### src/rtl/keypad_scanner.sv
// 4x4 matrix keypad scanner: synchronizes the column lines, debounces press and
// release on a slow scan tick, and reports one key code per accepted press.
//
// state     | meaning
// IDLE      | all rows driven low, waiting for any column to go low
// PRESS_DEB | a column is low, counting stable ticks before scanning
// SCAN      | walking one low row at a time to locate the key
// HELD      | key accepted, its row stays driven, waiting for release
// REL_DEB   | columns all high, counting stable ticks before dropping key_down
module keypad_scanner #(
    parameter int F_CLK     = 50000000,
    parameter int F_SCAN    = 1000,
    parameter int DEB_TICKS = 10
) (
    input  logic       clk,
    input  logic       rst_n,
    input  logic [3:0] col,
    output logic [3:0] row,
    output logic [3:0] key_code,
    output logic       key_valid,
    output logic       key_down
);
    localparam int TICK_DIV = F_CLK / F_SCAN;
    localparam int DIV_W    = $clog2(TICK_DIV);
    localparam int DEB_W    = $clog2(DEB_TICKS + 1);

    typedef enum logic [2:0] {IDLE, PRESS_DEB, SCAN, HELD, REL_DEB} state_t;

    state_t             state;
    logic [3:0]         col_meta;
    logic [3:0]         col_s;
    logic [DIV_W-1:0]   div_cnt;
    logic [DEB_W-1:0]   deb_cnt;
    logic [1:0]         row_idx;
    logic               tick;
    logic               any_low;
    logic               deb_done;
    logic [DEB_W-1:0]   deb_inc;

    function automatic logic [1:0] low_col(input logic [3:0] c);
        if (!c[0])      return 2'd0;
        else if (!c[1]) return 2'd1;
        else if (!c[2]) return 2'd2;
        else            return 2'd3;
    endfunction

    assign tick     = (div_cnt == DIV_W'(TICK_DIV - 1));
    assign any_low  = (col_s != 4'hF);
    assign deb_done = (deb_cnt >= DEB_W'(DEB_TICKS - 1));
    assign deb_inc  = (deb_cnt == DEB_W'(DEB_TICKS)) ? deb_cnt : deb_cnt + 1'b1;

    always_ff @(posedge clk) begin
        if (!rst_n) begin
            col_meta <= 4'hF;
            col_s    <= 4'hF;
        end else begin
            col_meta <= col;
            col_s    <= col_meta;
        end
    end

    always_ff @(posedge clk) begin
        if (!rst_n || tick) div_cnt <= '0;
        else                div_cnt <= div_cnt + 1'b1;
    end

    always_ff @(posedge clk) begin
        if (!rst_n) begin
            state     <= IDLE;
            row       <= 4'b0000;
            key_code  <= 4'h0;
            key_valid <= 1'b0;
            key_down  <= 1'b0;
            deb_cnt   <= '0;
            row_idx   <= 2'd0;
        end else begin
            key_valid <= 1'b0;
            if (tick) begin
                case (state)
                    IDLE: begin
                        row <= 4'b0000;
                        if (any_low) begin
                            state   <= PRESS_DEB;
                            deb_cnt <= '0;
                        end
                    end
                    PRESS_DEB: begin
                        if (!any_low) begin
                            state <= IDLE;
                        end else begin
                            deb_cnt <= deb_inc;
                            if (deb_done) begin
                                state   <= SCAN;
                                row_idx <= 2'd0;
                                row     <= 4'b1110;
                            end
                        end
                    end
                    SCAN: begin
                        // col_s here reflects the row driven on the previous tick
                        if (any_low) begin
                            key_code  <= {row_idx, low_col(col_s)};
                            key_valid <= 1'b1;
                            key_down  <= 1'b1;
                            state     <= HELD;
                        end else if (row_idx == 2'd3) begin
                            state <= IDLE;
                            row   <= 4'b0000;
                        end else begin
                            row_idx <= row_idx + 2'd1;
                            row     <= ~(4'b0001 << (row_idx + 2'd1));
                        end
                    end
                    HELD: begin
                        if (!any_low) begin
                            state   <= REL_DEB;
                            deb_cnt <= '0;
                        end
                    end
                    REL_DEB: begin
                        if (any_low) begin
                            state <= HELD;
                        end else begin
                            deb_cnt <= deb_inc;
                            if (deb_done) begin
                                state    <= IDLE;
                                key_down <= 1'b0;
                                row      <= 4'b0000;
                            end
                        end
                    end
                    default: state <= IDLE;
                endcase
            end
        end
    end
endmodule

### config.mk
export PLATFORM = sky130hd
export DESIGN_NAME = keypad_scanner
export DESIGN_NICKNAME = d
export VERILOG_FILES = /design/src/rtl/keypad_scanner.sv
export SDC_FILE = /design/constraint.sdc
export NUM_CORES = 1
export LEC_CHECK = 0
export ABC_CLOCK_PERIOD_IN_PS = 2700
export BUFFER_PORTS_ARGS = -buffer_cell sky130_fd_sc_hd__buf_2
export CORE_MARGIN = 2
export CORE_UTILIZATION = 53
export DETAILED_ROUTE_END_ITERATION = 10
export GPL_ROUTABILITY_DRIVEN = 0
export PLACE_DENSITY = 0.72
export SLEW_MARGIN = 20
export SYNTH_ARGS = -nofsm -noshare
export SYNTH_HDL_FRONTEND = slang
export SYNTH_SLANG_ARGS = --single-unit
### constraint.sdc
create_clock -name clk -period 2.7 [get_ports clk]
set_clock_uncertainty 0.15 [all_clocks]
set_input_delay 0.405 -clock clk [delete_from_list [all_inputs] [get_ports clk]]
set_output_delay 0.405 -clock clk [all_outputs]
set_load 0.03 [all_outputs]
==> results of run 1 <==
worst paths after layout:
path	slack [ps]	endpoint	from
worst max-delay path	530	row[2]	deb_cnt[0]
worst min-delay path	140	col_meta[2]	col[2]
worst max register to register	530	row[2]	deb_cnt[0]
worst min register to register	260	col_s[0]	col_meta[0]
synthesized netlist by cell type (all sizes together):
cell type,count
nand4b,1
a21bo,1
or3,6
nand2b,9
mux2i,6
dfxtp,43
nor3b,1
nor2b,4
a32o,1
or3b,2
nor2,32
or4,3
nor4,3
nand2,18
xor2,6
a21oi,11
o21ba,2
o31ai,1
and4,2
clkbuf,7
buf,3
and3,2
o21ai,16
nand3,10
nand3b,1
a31oi,2
inv,7
nor4b,3
xnor2,5
nor3,3
nand4,3
ha,8
a31o,1
clkinv,1
and4bb,2
a2111oi,1
or2,2
a211o,1
a41oi,1
o21bai,1
state kept, by name, indices dropped and copies added (netlist names):
register and cells:
key_down 1, key_code 4, col_s 4, div_cnt 16, state 3, row_idx 2, row 4, key_valid 1
deb_cnt 4, col_meta 4
report_power, final:
part           leakage [µW]  internal (µW)  switching [µW]
clock network     0.0000470            201             208
logic              0.000460           13.9            25.5
registers          0.000349            643            5.46
per-stage QoR:
stage | instance area [µm²] | hold WS [ps] | setup slack, ps | instances | power (µW)
after floorplan | 2040 | 236 | 666 | 232 | 691
after global placement | 2140 | 239 | 604 | 286 | 702
after detailed placement | 2140 | 246 | 553 | 286 | 703
after CTS | 2220 | 138 | 543 | 293 | 1100
after global routing | 2220 | 138 | 372 | 293 | 1140
final | 2220 | 143 | 528 | 293 | 1100
kinds of logic after synthesis:
| logic type | Yosys count | share of synthesized area |
|---|---|---|
| fa+ha+maj | 8 | 0.0492 |
| buf+inv | 18 | 0.0350 |
| simple gates | 107 | 0.296 |
| mux | 6 | 0.0295 |
| flops | 43 | 0.423 |
| xor+xnor | 11 | 0.0473 |
| compound gates | 39 | 0.120 |
layout make-up:
cell class / instances / area (µm²) / share of cell area
Multi-Input combinational cell: 171 / 1100 / 0.496
Sequential cell: 43 / 861 / 0.387
Clock buffer: 6 / 82.6 / 0.0371
Clock inverter: 1 / 5.00 / 0.00225
Tap cell: 48 / 60.1 / 0.0270
Inverter: 8 / 30.0 / 0.0135
Timing Repair Buffer: 16 / 82.6 / 0.0371
routing by layer:
metal	up-vias	routed length (µm)	part of all wire	track usage
li1	826	-	-	-
met1	774	1850	0.47	0.249
met2	29	1870	0.48	0.340
met3	2	148	0.038	0.0545
met4	0	30	0.0077	0.0765
met5	-	0	0	0
==> summary.txt, run 1 <==
========================================================================================================
Run status                                                                                     completed
Max-cap violations                                                                                     0
IO Port Bufs                                                                                          15
Post-CTS clock slew at the launch and capture registers of the worst setup and hold paths          80 ps
Synth-to-layout area growth                                                                        9.28%
TritonCTS clock tree                                                                                 yes
Part of the Yosys area used for sequential elements                                                0.423
Worst setup path category                                                                   flip-flop to flip-flop
Count of filler cells inserted in the layout                                                         350
Overall routing resource usage                                                                     0.203
DR DRC count                                                                                           0
Skew-Pair Late Insertion Delay                                                                    290 ps
Count of final setup violators                                                                         0
Area fraction of the dominant cell type after synthesis                                            0.423
Antenna violations before repair                                                                       0
Number of detailed-route iterations in the first pass                                                  4
First-pass GRT wire length                                                                       6780 µm
Initial cell density of the core                                                                   0.552
Fmax                                                                                             460 MHz
Residual overflow from global routing                                                                  0
Maximum number of pins on one net before global-route repair                                          20
Core Util, Final                                                                                   0.603
Data arrival time of the critical path                                                           2200 ps
Worst setup EP type                                                                            flip-flop
Count of boundary I/O pins                                                                            16
Post-Synthesis Cell Area                                                                     0.00204 mm²
Bufs and invs on worst path                                                                            1
Min cycle time layout                                                                            2170 ps
RSZ-0062 raised after global routing                                                                  no
Transition at the pin with the smallest max-transition slack                                      533 ps
Static Leakage                                                                               0.000856 µW
TritonCTS Sinks                                                                                       43
Total clock buffers created by CTS                                                                     5
Width of the die                                                                                 66.0 µm
H-tree depth reported by CTS                                                                           2
Total die area                                                                               0.00435 mm²
Cell type group with the largest total delay on the critical path                           simple AND/OR/NAND/NOR gates
Share of post-route cells with drive strength above 1                                              0.143
Gate Count Post-Synth                                                                                232
Slew Limit Fails                                                                                       0
Critical path required time                                                                      2730 ps
Synth unique cells                                                                                    42
Maximum net fanout on the critical path                                                                6
Worst vdd rail ir drop                                                                          0.386 mV
Startpoint class of the critical path                                                          flip-flop
Depth of the worst hold-timing path                                                                    2
Gates resized, CTS repair                                                                              0
Number of antenna-violating nets in the routed design                                                  0
Largest cells by area after synthesis                                                       sky130_fd_sc_hd__dfxtp_1 42%, sky130_fd_sc_hd__nor2_1 5.9%, sky130_fd_sc_hd__ha_1 4.9%
Largest stage delay, worst path                                                                   520 ps
Syn_nets                                                                                             246
Worst-case reg-to-reg path depth                                                                       7
Count of hold buffers inserted by post-cts repair                                                      0
Number of flip-flops and latches in the synthesized netlist                                           43
Placement row count                                                                                   22
Mapped Avg Cell Area                                                                            8.77 µm²
Antenna diode count                                                                                    0
Fin. Hold Viols                                                                                        0
Class of the tightest hold or removal check                                                 input port to flip-flop
Period utilization                                                                                 0.804
Via-to-Cell Ratio                                                                                   5.57
Dominant cell type by area after synthesis                                                  sky130_fd_sc_hd__dfxtp_1
Half-perimeter wire length of the detailed placement result                                      2690 µm
Ordered list of cells on the worst path                                                     inv_1 -> ha_1 -> nor3b_1 -> or4_1 -> a31o_2 -> mux2i_1 -> nor2_1
Layout net count                                                                                     259
Longest Clk Path Bufs                                                                                  2
Power density of the placed cells                                                             493 mW/mm²
Drt total wl                                                                                     3890 µm
Drt first-iter violations                                                                             91
Yosys synthesis warning count                                                                          0
Core region area                                                                             0.00369 mm²
Cell count along the critical path                                                                     7
Wirelength per Cell                                                                              13.3 µm
Final total negative setup slack                                                                    0 ps
Critical path's slowest cell                                                                sky130_fd_sc_hd__or4_1
Max-Slew Margin vs Limit                                                                           0.644
Die extent in y                                                                                  66.0 µm
Post-CTS setup buffer count                                                                            0
Vias in the first global route                                                                     1,545
Leading cell types in the layout, fill and taps excluded                                    43 x sky130_fd_sc_hd__dfxtp_1, 32 x sky130_fd_sc_hd__nor2_1, 18 x sky130_fd_sc_hd__nand2_1
Cell at the root of the clock tree                                                          sky130_fd_sc_hd__clkbuf_8
Most frequent standard cell in the layout excluding fill and tap cells                      sky130_fd_sc_hd__dfxtp_1
Via total after detailed routing                                                                   1,631
========================================================================================================
Power figures use the tool's default switching activity.
==> run 2, diff against run 1 <==
Settings changed: ABC_CLOCK_PERIOD_IN_PS 2700 to 1950, PLACE_DENSITY 0.72 to 0.75.
Clock period 2.7 ns to 1.95 ns, I/O delays scaled along.
==> summary.txt, run 2 (synthesized netlist as in run 1, its figures left out) <==
========================================================================================================
Run status                                                                                     completed
Drt first-iter violations                                                                            110   +21%
RSZ-0062 raised after global routing                                                                 yes
Worst-case reg-to-reg path depth                                                                       7   unchanged
Fin. Hold Viols                                                                                        0   unchanged
Max-Slew Margin vs Limit                                                                           0.756   +0.112
Placed cell count                                                                                    314   +9.8%
Startpoint of the worst register-to-register path                                             deb_cnt[0]
TritonCTS clock tree                                                                                 yes
Drt total wl                                                                                     4350 µm   +12%
Largest stage delay, worst path                                                                   430 ps   -90 ps
Die extent in y                                                                                  66.0 µm   unchanged
Antenna violations before repair                                                                       0   unchanged
H-tree depth reported by CTS                                                                           2   unchanged
Longest Clk Path Bufs                                                                                  2   unchanged
Worst setup path category                                                                   flip-flop to flip-flop
Overall routing resource usage                                                                     0.222   +0.0189
Total clock buffers created by CTS                                                                     5   unchanged
Class of the tightest hold or removal check                                                 input port to flip-flop
Static Leakage                                                                                0.00103 µW   +21%
Skew-Pair Late Insertion Delay                                                                    300 ps   about the same
Count of hold buffers inserted by post-cts repair                                                      0   unchanged
Transition at the pin with the smallest max-transition slack                                      366 ps   -167 ps
DR DRC count                                                                                           0   unchanged
TritonCTS Sinks                                                                                       43   unchanged
Data arrival time of the critical path                                                           1940 ps   -260 ps
Worst vdd rail ir drop                                                                          0.574 mV   +49%
Wirelength per Cell                                                                              13.5 µm   +1.3%
Number of standard cells in the final layout excluding fillers                                       323   +10%
Ordered list of cells on the worst path                                                     inv_1 -> ha_1 -> nor3b_4 -> or4_1 -> a31o_4 -> mux2i_1 -> nor2_1
Synth-to-layout area growth                                                                        26.1%
Cell type group with the largest total delay on the critical path                           simple AND/OR/NAND/NOR gates
Period utilization                                                                                 0.975   +0.171
Slew Limit Fails                                                                                       0   unchanged
Vias in the first global route                                                                     1,621   +4.9%
IO Port Bufs                                                                                          15   unchanged
Placement row count                                                                                   22   unchanged
Worst setup EP type                                                                            flip-flop
Initial cell density of the core                                                                   0.552   unchanged
Worst setup endpoint                                                                              row[3]
Endpoint of the lowest-slack register-to-register path                                            row[3]
Antenna diode count                                                                                    0   unchanged
Count of final setup violators                                                                         0   unchanged
Total die area                                                                               0.00435 mm²   unchanged
First-pass GRT wire length                                                                       7450 µm   +9.9%
Post-CTS clock slew at the launch and capture registers of the worst setup and hold paths          80 ps   about the same
Count of filler cells inserted in the layout                                                         286   -18%
Cell at the root of the clock tree                                                          sky130_fd_sc_hd__clkbuf_8
Flip-flop count of the largest register after layout                                                  16   unchanged
Core Util, Final                                                                                   0.696   +0.0926
Maximum net fanout on the critical path                                                                6   unchanged
Register bank with the most flops                                                                div_cnt
Number of detailed-route iterations in the first pass                                                  4   unchanged
Critical path's slowest cell                                                                sky130_fd_sc_hd__or4_1
Width of the die                                                                                 66.0 µm   unchanged
Most frequent standard cell in the layout excluding fill and tap cells                      sky130_fd_sc_hd__dfxtp_1
Power density of the placed cells                                                             623 mW/mm²   +26%
Via total after detailed routing                                                                   1,749   +7.2%
Power consumption                                                                                1600 µW   +46%
Half-perimeter wire length of the detailed placement result                                      3080 µm   +15%
Share of post-route cells with drive strength above 1                                              0.298   +0.155
Residual overflow from global routing                                                                  0   unchanged
Leading cell types in the layout, fill and taps excluded                                    36 x sky130_fd_sc_hd__dfxtp_1, 32 x sky130_fd_sc_hd__nor2_1, 28 x sky130_fd_sc_hd__buf_4
Fmax                                                                                             526 MHz   +14%
Startpoint class of the critical path                                                          flip-flop
Count of boundary I/O pins                                                                            16   unchanged
Number of antenna-violating nets in the routed design                                                  0   unchanged
Min cycle time layout                                                                            1900 ps   -270 ps
Via-to-Cell Ratio                                                                                   5.41   -2.7%
Maximum number of pins on one net before global-route repair                                          20   unchanged
Core region area                                                                             0.00369 mm²   unchanged
Launching instance or port of the critical path                                               deb_cnt[0]
Max-cap violations                                                                                     0   unchanged
Cell count along the critical path                                                                     7   unchanged
Critical path required time                                                                      1990 ps   -740 ps
Minimum setup slack among reg-to-reg paths                                                         50 ps   -480 ps
Layout net count                                                                                     288   +11%
Bufs and invs on worst path                                                                            1   unchanged
========================================================================================================
run 2: changes by cell type in the layout (fill, tap and decap cells not counted), sizes merged:
cell and delta:
clkbuf +1, buf +29, clkinvlp +1, clkinv -1
run 2: worst min-delay path by stage:
stage,cells after the start,end,startpoint
detailed placement,1,col_s[2],col_meta[2]
CTS,2,col_meta[2],col[2]
global route,2,col_meta[2],col[2]
finish,2,col_meta[2],col[2]
global placement,1,col_s[3],col_meta[3]
floorplan,1,col_s[0],col_meta[0]
run 2: metal layers:
| metal | vias up | share of wire | track usage |
|---|---|---|---|
| met3 | 10 | 0.047 | 0.0494 |
| met4 | 0 | 0.018 | 0.0740 |
| met5 | - | 0 | 0 |
| li1 | 887 | - | - |
| met1 | 812 | 0.48 | 0.312 |
| met2 | 40 | 0.45 | 0.337 |
run 2: layout make-up:
class	count	area, µm²	area share
timing repair buffer	45	317	0.123
clock inverter	1	7.51	0.00293
sequential	43	872	0.340
multi-input combinational	171	1180	0.461
clock buffer	7	96.3	0.0375
tap	48	60.1	0.0234
inverter	8	30.0	0.0117
run 2: power breakdown:
part	internal (µW)	switching [µW]	total [µW]
Combinational	36.7	42.0	78.7
Sequential	889	7.72	897
Clock	322	301	623
Total	1250	351	1600
run 2: per-stage QoR:
step                      area, µm²  TNS [ps]  hold slack, ps  setup slack [ps]
final                          2570         0            26.8              48.1
after CTS                      2480         0            22.2              7.63
after detailed placement       2370     -33.6             248             -17.3
after floorplan                2050         0             236              28.8
after global placement         2370         0             239              49.0
after global routing           2570     -27.2            28.8             -19.8
run 2: timing repair:
action,in CTS,in global routing
buffers inserted,0,1
gates resized for setup,1,20
pin swaps,2,7
hold endpoints to repair,0,0
endpoints found under the setup margin,2,16
